`config.mk`:
```
export PLATFORM = sky130hd
export DESIGN_NAME = building_grid_flat
export DESIGN_NICKNAME = d
export VERILOG_FILES = /design/src/rtl/building_grid_if.sv /design/src/rtl/building_grid.sv /design/src/flat_wrapper.sv
export SDC_FILE = /design/constraint.sdc
export NUM_CORES = 1
export LEC_CHECK = 0
export BUFFER_PORTS_ARGS = -buffer_cell sky130_fd_sc_hd__buf_2
export CORE_UTILIZATION = 54
export DETAILED_ROUTE_END_ITERATION = 12
export GPL_ROUTABILITY_DRIVEN = 0
export PLACE_DENSITY = 0.77
export RECOVER_POWER = 25
export REMOVE_ABC_BUFFERS = 1
export SLEW_MARGIN = 20
export SYNTH_ARGS = -nofsm -noshare
export SYNTH_HDL_FRONTEND = slang
export SYNTH_SLANG_ARGS = --single-unit
```
`constraint.sdc`:
```
create_clock -name clk_in -period 4.3 [get_ports clk_in]
set_input_delay 0.43 -clock clk_in [delete_from_list [all_inputs] [get_ports clk_in]]
set_output_delay 0.43 -clock clk_in [all_outputs]
set_load 0.05 [all_outputs]
```
`src/rtl/building_grid_if.sv`:
```
// Purpose : signal bundle between the playfield controller and building_grid.
// Macro   : none.
// Ports   : game_step, flood_level, hcount_in, vcount_in   (controller -> grid)
//           pixel_out, bldg_count, full, build_pulse, build_idx (grid -> controller)
// Modports: master drives game ticks and raster position, slave is building_grid.
interface building_grid_if #(
  parameter int unsigned SLOTS_PER_ROW = 12,
  parameter int unsigned MAX_FLOOD     = 3
);
  localparam int unsigned NUM_SLOTS = 2 * SLOTS_PER_ROW;
  localparam int unsigned FL_W      = $clog2(MAX_FLOOD + 1);
  localparam int unsigned CNT_W     = $clog2(NUM_SLOTS + 1);
  localparam int unsigned IDX_W     = $clog2(NUM_SLOTS);

  logic             game_step;
  logic [FL_W-1:0]  flood_level;
  logic [10:0]      hcount_in;
  logic [9:0]       vcount_in;
  logic [11:0]      pixel_out;
  logic [CNT_W-1:0] bldg_count;
  logic             full;
  logic             build_pulse;
  logic [IDX_W-1:0] build_idx;

  modport master (
    output game_step, flood_level, hcount_in, vcount_in,
    input  pixel_out, bldg_count, full, build_pulse, build_idx
  );

  modport slave (
    input  game_step, flood_level, hcount_in, vcount_in,
    output pixel_out, bldg_count, full, build_pulse, build_idx
  );
endinterface

```
`src/rtl/building_grid.sv`:
```
// Purpose : building-slot manager and renderer for the island playfield.
//           Two bands of SLOTS_PER_ROW slots; one build attempt every
//           BUILD_INTERVAL game steps via a bounded round-robin search;
//           flooded columns are cleared every cycle; registered 12-bit pixel.
// Macro   : BLDG_RECLAIM_EN - when defined, slots become buildable again once
//           the flood recedes; when undefined, any flooded slot is ruined
//           (permanently blocked) until reset.
// Ports   : clk_in  - pixel clock
//           rst_in  - asynchronous reset, active-low
//           bus     - building_grid_if.slave (game_step, flood_level,
//                     hcount_in, vcount_in in; pixel_out, bldg_count, full,
//                     build_pulse, build_idx out, all registered)
module building_grid #(
  parameter int unsigned SLOTS_PER_ROW  = 12,
  parameter int unsigned SLOT_W         = 64,
  parameter int unsigned SLOT_H         = 96,
  parameter int unsigned LEFT_EDGE      = 128,
  parameter int unsigned TOP_ROW_Y      = 0,
  parameter int unsigned BOTTOM_ROW_Y   = 672,
  parameter int unsigned BUILD_INTERVAL = 32,
  parameter int unsigned FLOOD_COLS     = 2,
  parameter int unsigned MAX_FLOOD      = 3,
  parameter logic [11:0] COLOR_1        = 12'hA52,
  parameter logic [11:0] COLOR_2        = 12'h652
) (
  input  logic            clk_in,
  input  logic            rst_in,
  building_grid_if.slave  bus
);
  localparam int unsigned NUM_SLOTS = 2 * SLOTS_PER_ROW;
  localparam int unsigned IDX_W     = $clog2(NUM_SLOTS);
  localparam int unsigned CNT_W     = $clog2(NUM_SLOTS + 1);
  localparam int unsigned STEP_W    = $clog2(BUILD_INTERVAL);

  typedef enum logic {S_COUNT, S_SEARCH} state_t;

  state_t               r_state;
  state_t               w_next_state;
  logic [STEP_W-1:0]    r_step_cnt;
  logic                 r_trig;
  logic [IDX_W-1:0]     r_ptr;
  logic [IDX_W-1:0]     r_scan;
  logic [NUM_SLOTS-1:0] r_grid;
  logic [NUM_SLOTS-1:0] w_flood;
  logic [NUM_SLOTS-1:0] w_blocked;
  logic [NUM_SLOTS-1:0] w_set_mask;
  logic                 w_free;
  logic                 w_do_build;
  logic                 w_advance;
  logic                 w_scan_start;
  logic                 r_pulse;
  logic [IDX_W-1:0]     r_idx;
  logic [CNT_W-1:0]     r_count;
  logic [CNT_W-1:0]     w_pop;
  logic                 r_full;
  logic [11:0]          r_pix;
  logic [11:0]          w_pix;

  // Flood mask: L*FLOOD_COLS columns lost from each side, both bands.
  always_comb begin
    int unsigned lvl;
    int unsigned ncut;
    lvl = 32'(bus.flood_level);
    if (lvl > MAX_FLOOD) lvl = MAX_FLOOD;
    ncut = lvl * FLOOD_COLS;
    w_flood = '0;
    for (int unsigned c = 0; c < SLOTS_PER_ROW; c++) begin
      // Written as c + ncut to avoid unsigned underflow when ncut > SLOTS_PER_ROW.
      if ((c < ncut) || (c + ncut >= SLOTS_PER_ROW)) begin
        w_flood[c]                 = 1'b1;
        w_flood[c + SLOTS_PER_ROW] = 1'b1;
      end
    end
  end

`ifdef BLDG_RECLAIM_EN
  assign w_blocked = w_flood;
`else
  logic [NUM_SLOTS-1:0] r_ruined;

  // Sticky ruin record: a slot that has ever been flooded stays blocked.
  always_ff @(posedge clk_in or negedge rst_in) begin
    if (!rst_in) r_ruined <= '0;
    else         r_ruined <= r_ruined | w_flood;
  end

  assign w_blocked = w_flood | r_ruined;
`endif

  assign w_free = ~r_grid[r_ptr] & ~w_blocked[r_ptr];

  // FSM state register.
  always_ff @(posedge clk_in or negedge rst_in) begin
    if (!rst_in) r_state <= S_COUNT;
    else         r_state <= w_next_state;
  end

  // FSM next state.
  always_comb begin
    w_next_state = r_state;
    case (r_state)
      S_COUNT:  if (r_trig) w_next_state = S_SEARCH;
      S_SEARCH: if (w_free || (r_scan == IDX_W'(NUM_SLOTS - 1))) w_next_state = S_COUNT;
      default:  w_next_state = S_COUNT;
    endcase
  end

  // FSM control outputs; triggers arriving during SEARCH are ignored.
  always_comb begin
    w_scan_start = 1'b0;
    w_advance    = 1'b0;
    w_do_build   = 1'b0;
    case (r_state)
      S_COUNT:  w_scan_start = r_trig;
      S_SEARCH: begin
        w_advance  = 1'b1;
        w_do_build = w_free;
      end
      default: ;
    endcase
  end

  assign w_set_mask = w_do_build ? (NUM_SLOTS'(1) << r_ptr) : '0;

  // Population count and pixel lookup over the current grid.
  always_comb begin
    w_pop = '0;
    for (int unsigned i = 0; i < NUM_SLOTS; i++) w_pop = w_pop + CNT_W'(r_grid[i]);
  end

  always_comb begin
    logic [10:0]      dx;
    logic [10:0]      col;
    logic [10:0]      dy_top;
    logic [10:0]      dy_bot;
    logic             in_col;
    logic             in_top;
    logic             in_bot;
    logic [IDX_W-1:0] idx;
    dx     = hcount_ext() - 11'(LEFT_EDGE);
    col    = dx / 11'(SLOT_W);
    in_col = (bus.hcount_in >= 11'(LEFT_EDGE)) && (col < 11'(SLOTS_PER_ROW));
    // Wrapped subtraction: rows above the band become large and fail the compare.
    dy_top = {1'b0, bus.vcount_in} - 11'(TOP_ROW_Y);
    dy_bot = {1'b0, bus.vcount_in} - 11'(BOTTOM_ROW_Y);
    in_top = dy_top < 11'(SLOT_H);
    in_bot = dy_bot < 11'(SLOT_H);
    idx    = in_top ? IDX_W'(col) : IDX_W'(col) + IDX_W'(SLOTS_PER_ROW);
    w_pix  = 12'h000;
    if (in_col && (in_top || in_bot) && r_grid[idx]) begin
      // Bottom band swaps the color phase.
      w_pix = ((col[0] == 1'b0) == in_top) ? COLOR_1 : COLOR_2;
    end
  end

  function automatic logic [10:0] hcount_ext();
    return bus.hcount_in;
  endfunction

  // Step counter, search pointer, grid and registered outputs.
  always_ff @(posedge clk_in or negedge rst_in) begin
    if (!rst_in) begin
      r_step_cnt <= '0;
      r_trig     <= 1'b0;
      r_ptr      <= '0;
      r_scan     <= '0;
      r_grid     <= '0;
      r_pulse    <= 1'b0;
      r_idx      <= '0;
      r_count    <= '0;
      r_full     <= 1'b0;
      r_pix      <= 12'h000;
    end else begin
      r_trig <= 1'b0;
      if (bus.game_step) begin
        if (r_step_cnt == STEP_W'(BUILD_INTERVAL - 1)) begin
          r_step_cnt <= '0;
          r_trig     <= 1'b1;
        end else begin
          r_step_cnt <= r_step_cnt + STEP_W'(1);
        end
      end

      if (w_scan_start)   r_scan <= '0;
      else if (w_advance) r_scan <= r_scan + IDX_W'(1);

      if (w_advance) r_ptr <= (r_ptr == IDX_W'(NUM_SLOTS - 1)) ? '0 : r_ptr + IDX_W'(1);

      // Flood clearing wins over a same-cycle build.
      r_grid  <= (r_grid | w_set_mask) & ~w_flood;
      r_pulse <= w_do_build;
      if (w_do_build) r_idx <= r_ptr;

      r_count <= w_pop;
      r_full  <= &(r_grid | w_blocked);
      r_pix   <= w_pix;
    end
  end

  assign bus.pixel_out   = r_pix;
  assign bus.bldg_count  = r_count;
  assign bus.full        = r_full;
  assign bus.build_pulse = r_pulse;
  assign bus.build_idx   = r_idx;
endmodule

```
`src/flat_wrapper.sv`:
```
// flat-port wrapper written by rule: the top's interface ports become plain ports
module building_grid_flat 
#(
  parameter int unsigned SLOTS_PER_ROW  = 12,
  parameter int unsigned SLOT_W         = 64,
  parameter int unsigned SLOT_H         = 96,
  parameter int unsigned LEFT_EDGE      = 128,
  parameter int unsigned TOP_ROW_Y      = 0,
  parameter int unsigned BOTTOM_ROW_Y   = 672,
  parameter int unsigned BUILD_INTERVAL = 32,
  parameter int unsigned FLOOD_COLS     = 2,
  parameter int unsigned MAX_FLOOD      = 3,
  parameter logic [11:0] COLOR_1        = 12'hA52,
  parameter logic [11:0] COLOR_2        = 12'h652
)
  (clk_in, rst_in, bus_game_step, bus_flood_level, bus_hcount_in, bus_vcount_in, bus_pixel_out, bus_bldg_count, bus_full, bus_build_pulse, bus_build_idx);
  building_grid_if #(.SLOTS_PER_ROW(SLOTS_PER_ROW), .MAX_FLOOD(MAX_FLOOD)) bus_i ();
  input  logic clk_in;
  input  logic rst_in;
  input wire logic [$bits(bus_i.game_step)-1:0] bus_game_step;
  input wire logic [$bits(bus_i.flood_level)-1:0] bus_flood_level;
  input wire logic [$bits(bus_i.hcount_in)-1:0] bus_hcount_in;
  input wire logic [$bits(bus_i.vcount_in)-1:0] bus_vcount_in;
  output wire logic [$bits(bus_i.pixel_out)-1:0] bus_pixel_out;
  output wire logic [$bits(bus_i.bldg_count)-1:0] bus_bldg_count;
  output wire logic [$bits(bus_i.full)-1:0] bus_full;
  output wire logic [$bits(bus_i.build_pulse)-1:0] bus_build_pulse;
  output wire logic [$bits(bus_i.build_idx)-1:0] bus_build_idx;
  assign bus_i.game_step = bus_game_step;
  assign bus_i.flood_level = bus_flood_level;
  assign bus_i.hcount_in = bus_hcount_in;
  assign bus_i.vcount_in = bus_vcount_in;
  assign bus_pixel_out = bus_i.pixel_out;
  assign bus_bldg_count = bus_i.bldg_count;
  assign bus_full = bus_i.full;
  assign bus_build_pulse = bus_i.build_pulse;
  assign bus_build_idx = bus_i.build_idx;
  building_grid #(.SLOTS_PER_ROW(SLOTS_PER_ROW), .SLOT_W(SLOT_W), .SLOT_H(SLOT_H), .LEFT_EDGE(LEFT_EDGE), .TOP_ROW_Y(TOP_ROW_Y), .BOTTOM_ROW_Y(BOTTOM_ROW_Y), .BUILD_INTERVAL(BUILD_INTERVAL), .FLOOD_COLS(FLOOD_COLS), .MAX_FLOOD(MAX_FLOOD), .COLOR_1(COLOR_1), .COLOR_2(COLOR_2)) u_core (.clk_in(clk_in), .rst_in(rst_in), .bus(bus_i));
endmodule
```
==> metrics.yaml, run 1 <==
clock_sinks: 80
cp.arrival_ns: 4.37
die_area_um2: 9140
synth_top_family_by_area: "simple AND/OR/NAND/NOR gates"
cts_hold_buf: 0
htree_levels: 3
core-area_um2: 8340
total_leakage_power_nw: 2.39
fillCellCount: 679
post-cts-setup-buffer-count: 0
via_per_inst: 6.19
fin_area_um2: 5200
hold_viol_final: 0
rr_endpoint: "u_core.bus.bldg_count[4]"
yosysMostFrequentCell: "dfrtp_1"
synthTopCellsByCount: "80 x dfrtp_1, 42 x inv_1, 27 x nor2_1"
synth-async-reset-ratio: 1.00
hpwl_um: 7850
grt_pass1_vias: 3550
drt-pass1-iter-count: 5
ctsResizeCount: 0
synth-seq-cells: 80
p_switching_uw: 875
internal-power_mw: 1.47
cts-root-buf: "clkbuf_8"
r2r_slack_ns: 0.18
row_count: 33
grt_setup_unrepaired: "false"
synth_edf_count: 0
p_seq_frac: 0.428
area_growth_syn_to_layout_pct: 9.89
port_buffers: 38
grt_overflow: 0
synth-xor-area-share: 0.0130
drv_slew: 81
synth_top_area_cell: "dfrtp_1"
hold_start: "bus_game_step"
route.vias.total: 3656
pwr-share-comb: 0.290
ir_worst_vdd_mv: 0.373
synth_area_um2: 4730
drtIter0Drc: 380
skew_ns: 0.00893
dpl-instance-area_um2: 4970
avgSynthCellArea_um2: 10.5
clkTransAtPathRegs_ns: 0.08
max-slew-margin-rel: -0.336
wl_um: 11000
die_w_um: 95.6
worst_pin_slew_ns: 2.00
synth_ff_type: "dfrtp_1"
synth_top_area_frac: 0.423
worstPathMaxFanout: 2
synth-compound-area-share: 0.139
criticalPathCategory: "flop to flop"
status: "finished with violations"
numCtsBuffers: 9
ys_seq_area_frac: 0.423
wire_per_inst_um: 18.6
drc: 0
initial_utilization: 0.567
drive_gt1_frac: 0.185
violations: "capacitance limit, slew limit"
die_y_um: 95.6
synth_cells: 449
yosysWarningCount: 0
tns_ns: 0
cp.required_ns: 4.55
synth_fa_ha_area_frac: 0.135
max_freq_ghz: 0.243
clk_latency_ns: 0.36
synthTopCellsByArea: "dfrtp_1 42%, fa_1 7.2%, ha_1 6.3%"
power_density_nw_per_um2: 451
clockBufferDepth: 2
switching_share: 0.373
min_period_ns: 4.12
antenna_found_initial: 0
synth.area.mux_share: 0.0590
grt_usage: 0.265
worstSetupStartpoint: "u_core.r_grid[0]"
grt_pass1_wl_um: 17800
yosysUniqueCellTypes: 64
postRouteAntennaNets: 0
io_pins: 50
yosys.area_share.simple: 0.162
cts_tree: "built"
antennaDiodeCount: 0
p_clk_frac: 0.282
finalSetupViolCount: 0
grt_max_degree: 81
whs_endpoint: "u_core.r_step_cnt[0]"
nNetsFinal: 549
startpoint_type: "flop"
reg2reg_depth: 12
min_path_type: "input port to flop"
r2r-start: "u_core.r_grid[0]"
fin_crit_sh: 0.958
maxCapViolCount: 1
hold_depth: 2
endpoint_kind: "flop"
critical path, cell delays in order, from the launching register on:
cell     delay [ns]
dfrtp_1        0.39
ha_1           0.29
inv_1          0.07
fa_1           0.43
fa_1           0.51
fa_1           0.44
fa_1           0.48
fa_1           0.50
fa_1           0.16
inv_1          0.06
fa_2           0.34
a21o_1         0.19
a21o_1         0.17
worst max-delay path by stage:
stage / depth (start not counted) / slack [ns] / to
after global routing: 12 / 0.005 / u_core.bus.bldg_count[4]
after detailed placement: 12 / 0.05 / u_core.bus.bldg_count[4]
after floorplan: 12 / 0.14 / u_core.bus.bldg_count[4]
after CTS: 12 / 0.04 / u_core.bus.bldg_count[4]
final: 12 / 0.18 / u_core.bus.bldg_count[4]
after global placement: 12 / 0.11 / u_core.bus.bldg_count[4]
power groups by stage:
stage               Sequential, mW  Combinational [mW]  Clock [mW]
finish                        1.00               0.679       0.660
global route                  1.02               0.737       0.702
CTS                          0.998               0.670       0.672
detailed placement            1.01               0.666           0
global placement              1.00               0.645           0
floorplan                     1.05               0.412           0
logic make-up (layout without fill, tap and decap cells):
family	count (synthesis)	after routing
simple gates	141	141
compound gates	90	90
flops	80	80
buf+inv	71	103
fa+ha+maj	41	41
mux	18	18
xor+xnor	7	7
other cells	1	6
cells in the final DEF (no fill, tap or decap), types with 8 or more instances in the layout:
| master | netlist | layout |
|---|---|---|
| dfrtp_1 | 80 | 80 |
| inv_1 | 42 | 42 |
| buf_2 | 5 | 37 |
| nor2_1 | 27 | 27 |
| ha_1 | 24 | 24 |
| fa_1 | 17 | 16 |
| a21oi_1 | 15 | 15 |
| nand2_1 | 15 | 15 |
| nor3_1 | 13 | 13 |
| o21ai_0 | 13 | 13 |
| nand2b_1 | 12 | 12 |
| nor2b_1 | 12 | 12 |
| nand3_1 | 11 | 11 |
| or2_2 | 10 | 10 |
| clkbuf_8 | 0 | 9 |
| or3_1 | 8 | 8 |
| nand4_1 | 8 | 8 |
layout make-up:
cell class | count | area [um^2] | share of cell area
sequential | 80 | 2000 | 0.385
multi-input combinational | 303 | 2430 | 0.467
timing repair buffer | 45 | 243 | 0.0467
clock inverter | 6 | 109 | 0.0209
inverter | 43 | 161 | 0.0310
clock buffer | 9 | 124 | 0.0238
tap | 105 | 131 | 0.0253
metal layers:
metal / up-vias / global-route usage / part of all wire
met5: - / 0 / 0
met1: 1781 / 0.358 / 0.42
li1: 1650 / - / -
met2: 197 / 0.412 / 0.48
met3: 28 / 0.0550 / 0.077
met4: 0 / 0.119 / 0.026
flip-flops by register name (all words and copies together), names as in the netlist:
name,count
u_core.bus.full,1
u_core.bus.build_idx,5
u_core.bus.pixel_out,3
u_core.r_ruined,24
u_core.bus.build_pulse,1
u_core.r_grid,24
u_core.r_state,1
u_core.r_step_cnt,5
u_core.bus.bldg_count,5
u_core.r_scan,5
u_core.r_ptr,5
u_core.r_trig,1
metrics by stage:
stage | setup WS (ns) | total power [mW] | hold slack, ns | utilization | instances
floorplan | 0.143 | 1.46 | 0.134 | - | 426
detailed placement | 0.0524 | 1.68 | 0.453 | 0.595 | 576
CTS | 0.0394 | 2.34 | 0.280 | 0.623 | 591
global placement | 0.113 | 1.65 | 0.456 | 0.595 | 576
finish | 0.180 | 2.34 | 0.342 | 0.623 | 591
global route | 0.00459 | 2.46 | 0.368 | 0.623 | 591
Power figures use the tool's default switching activity.
==> run 2, diff against run 1 <==
Settings changed: ABC_AREA from default to 1.
==> run 2 against run 1 <==
  * The flow still finishes with violations (capacitance limit, slew limit)
  * Clock-buffer cell count up 2
  * First-iteration DRC count up 13%
  * Final cell count up 23%
  * Global-route usage down 0.78 points
  * Die area up 1.5%
==> metrics.yaml, run 2 <==
port_buffers: 38
worstPathMaxFanout: 3
worst_pin_slew_ns: 1.96
cp_slowest_stage_delay_ns: 0.53
yosysWarningCount: 0
r2r-start: "u_core.r_grid[1]"
pwr-share-comb: 0.349
crit_top_cell: "fa_1"
min_period_ns: 4.14
p_seq_frac: 0.406
io_pins: 50
fin_crit_sh: 0.963
finalSetupViolCount: 0
tns_ns: 0
internal-power_mw: 1.44
via_per_inst: 5.54
synth_area_um2: 4800
max_freq_ghz: 0.241
synth-seq-cells: 80
grt_pass1_wl_um: 17900
cp_slowest_cell: "fa_1"
wl_um: 10800
p_clk_frac: 0.245
cp_top_family: "adder cells"
synth_top_area_frac: 0.417
initial_utilization: 0.554
antenna_found_initial: 0
yosysUniqueCellTypes: 37
core-area_um2: 8680
synth_ff_type: "dfrtp_1"
drtIter0Drc: 431
hpwl_um: 8070
final_cell_mix: "98 x nand2_1, 95 x inv_1, 80 x dfrtp_1"
synthTopCellsByArea: "dfrtp_1 42%, nand2_1 7.7%, inv_1 7.4%"
ys_seq_area_frac: 0.417
hold_start: "bus_game_step"
r2r_slack_ns: 0.16
drt-pass1-iter-count: 6
grt_setup_unrepaired: "false"
ir_worst_vdd_mv: 0.453
maxCapViolCount: 1
cts_hold_buf: 0
cp.required_ns: 4.53
reg_top3: "u_core.r_grid (24), u_core.r_ruined (24)"
yosysMostFrequentCell: "nand2_1"
numCtsBuffers: 9
die_y_um: 96.3
cts-root-buf: "clkbuf_8"
hold_viol_final: 0
grt_max_degree: 81
grt_overflow: 0
final_common_cell: "nand2_1"
cp.arrival_ns: 4.38
synthTopCellsByCount: "98 x nand2_1, 95 x inv_1, 80 x dfrtp_1"
critical_path_buf_inv_count: 2
clock_sinks: 80
placed_cells_incl_taps: 713
row_count: 34
synth_edf_count: 0
postRouteAntennaNets: 0
area_growth_syn_to_layout_pct: 8.28
clk_latency_ns: 0.35
synth-async-reset-ratio: 1.00
p_switching_mw: 1.05
cts_tree: "built"
criticalPathCategory: "flop to flop"
synth_cells: 590
clockBufferDepth: 2
grt_pass1_vias: 3864
avgSynthCellArea_um2: 8.14
startpoint_type: "flop"
ctsResizeCount: 0
nNetsFinal: 683
stdcell_count: 729
die_w_um: 96.3
grt_usage: 0.257
post-cts-setup-buffer-count: 0
pre_cts_ws_ns: 0.149
skew_ns: 0.00470
endpoint_kind: "flop"
die_area_um2: 9280
hold_slack_ns: 0.354
power_density_nw_per_um2: 480
fillCellCount: 780
min_path_type: "input port to flop"
crit_chain: "ha_1 -> inv_1 -> fa_1 -> fa_1 -> fa_1 -> fa_1 -> fa_1 -> fa_1 -> inv_1 -> fa_1"
total_leakage_power_nw: 2.59
drc: 0
worstSetupStartpoint: "u_core.r_grid[1]"
max-slew-margin-rel: -0.307
switching_share: 0.421
status: "finished with violations"
route.vias.total: 4038
drv_slew: 81
violations: "capacitance limit, slew limit"
htree_levels: 3
clkTransAtPathRegs_ns: 0.08
layout_setup_ws_ns: 0.158
drive_gt1_frac: 0.110
synth_top_area_cell: "dfrtp_1"
antennaDiodeCount: 0
wire_per_inst_um: 14.8
[run 2: cell types whose count changed after synthesis, sizes merged, moves of 7 or more]
cell    previous run  this run
nor2              27        59
inv               43        99
nor2b             12         0
nand2b            12         0
nand2             15       102
or3                8         0
nand3             11        53
o21ai             14        30
a21oi             15        42
mux2               7         0
or2               11         3
[run 2: layout make-up]
cell class                 count  area [um^2]  area share
multi-input combinational    386         2270       0.437
sequential                    80         2000       0.385
inverter                     101          379      0.0729
timing repair buffer          38          190      0.0366
clock buffer                  11          141      0.0272
tap                          108          135      0.0260
clock inverter                 5         80.1      0.0154
[run 2: worst reg2reg max path, delay by kind of cell, from the launching register on]
kind,cells,cell delay [ns]
buffers and inverters,2,0.15
flip-flops,1,0.41
adder cells (fa/ha/maj),8,3.44
[run 2: through the flow]
| stage | utilization | total power, mW | cell area (um^2) |
|---|---|---|---|
| 5_1_grt | 0.599 | 2.66 | 5200 |
| 4_1_cts | 0.600 | 2.50 | 5200 |
| 3_3_place_gp | 0.574 | 1.85 | 4980 |
| 6_report | 0.599 | 2.50 | 5200 |
| 3_5_place_dp | 0.574 | 1.88 | 4980 |
| 2_1_floorplan | - | 1.63 | 4660 |
[run 2: cells by family after synthesis]
logic type / synth area share
compound gates: 0.0977
xor+xnor: 0.00911
fa+ha+maj: 0.133
buf+inv: 0.114
flops: 0.417
other cells: 0.000781
simple gates: 0.229
[run 2: metal layers]
| metal | GRT usage | vias to the layer above | share of wire |
|---|---|---|---|
| li1 | - | 1923 | - |
| met1 | 0.337 | 1896 | 0.44 |
| met2 | 0.423 | 187 | 0.46 |
| met3 | 0.0466 | 32 | 0.071 |
| met4 | 0.0993 | 0 | 0.032 |
| met5 | 0 | - | 0 |
[run 2: power groups by stage]
stage	clock network (mW)	registers (mW)	logic, mW
2_1_floorplan	0	1.07	0.562
3_3_place_gp	0	1.02	0.835
3_5_place_dp	0	1.02	0.859
4_1_cts	0.626	1.01	0.866
5_1_grt	0.648	1.03	0.985
6_report	0.612	1.01	0.871
[run 2: path summary, 6_finish.rpt]
check | end | cells after the start
setup / recovery | u_core.bus.bldg_count[1] | 10
hold / removal | u_core.r_step_cnt[4] | 3
setup reg to reg | u_core.bus.bldg_count[1] | 10
hold reg to reg | u_core.r_ruined[1] | 2
max in group asynchronous | u_core.r_ruined[14] | 1
min in group asynchronous | u_core.bus.bldg_count[4] | 1
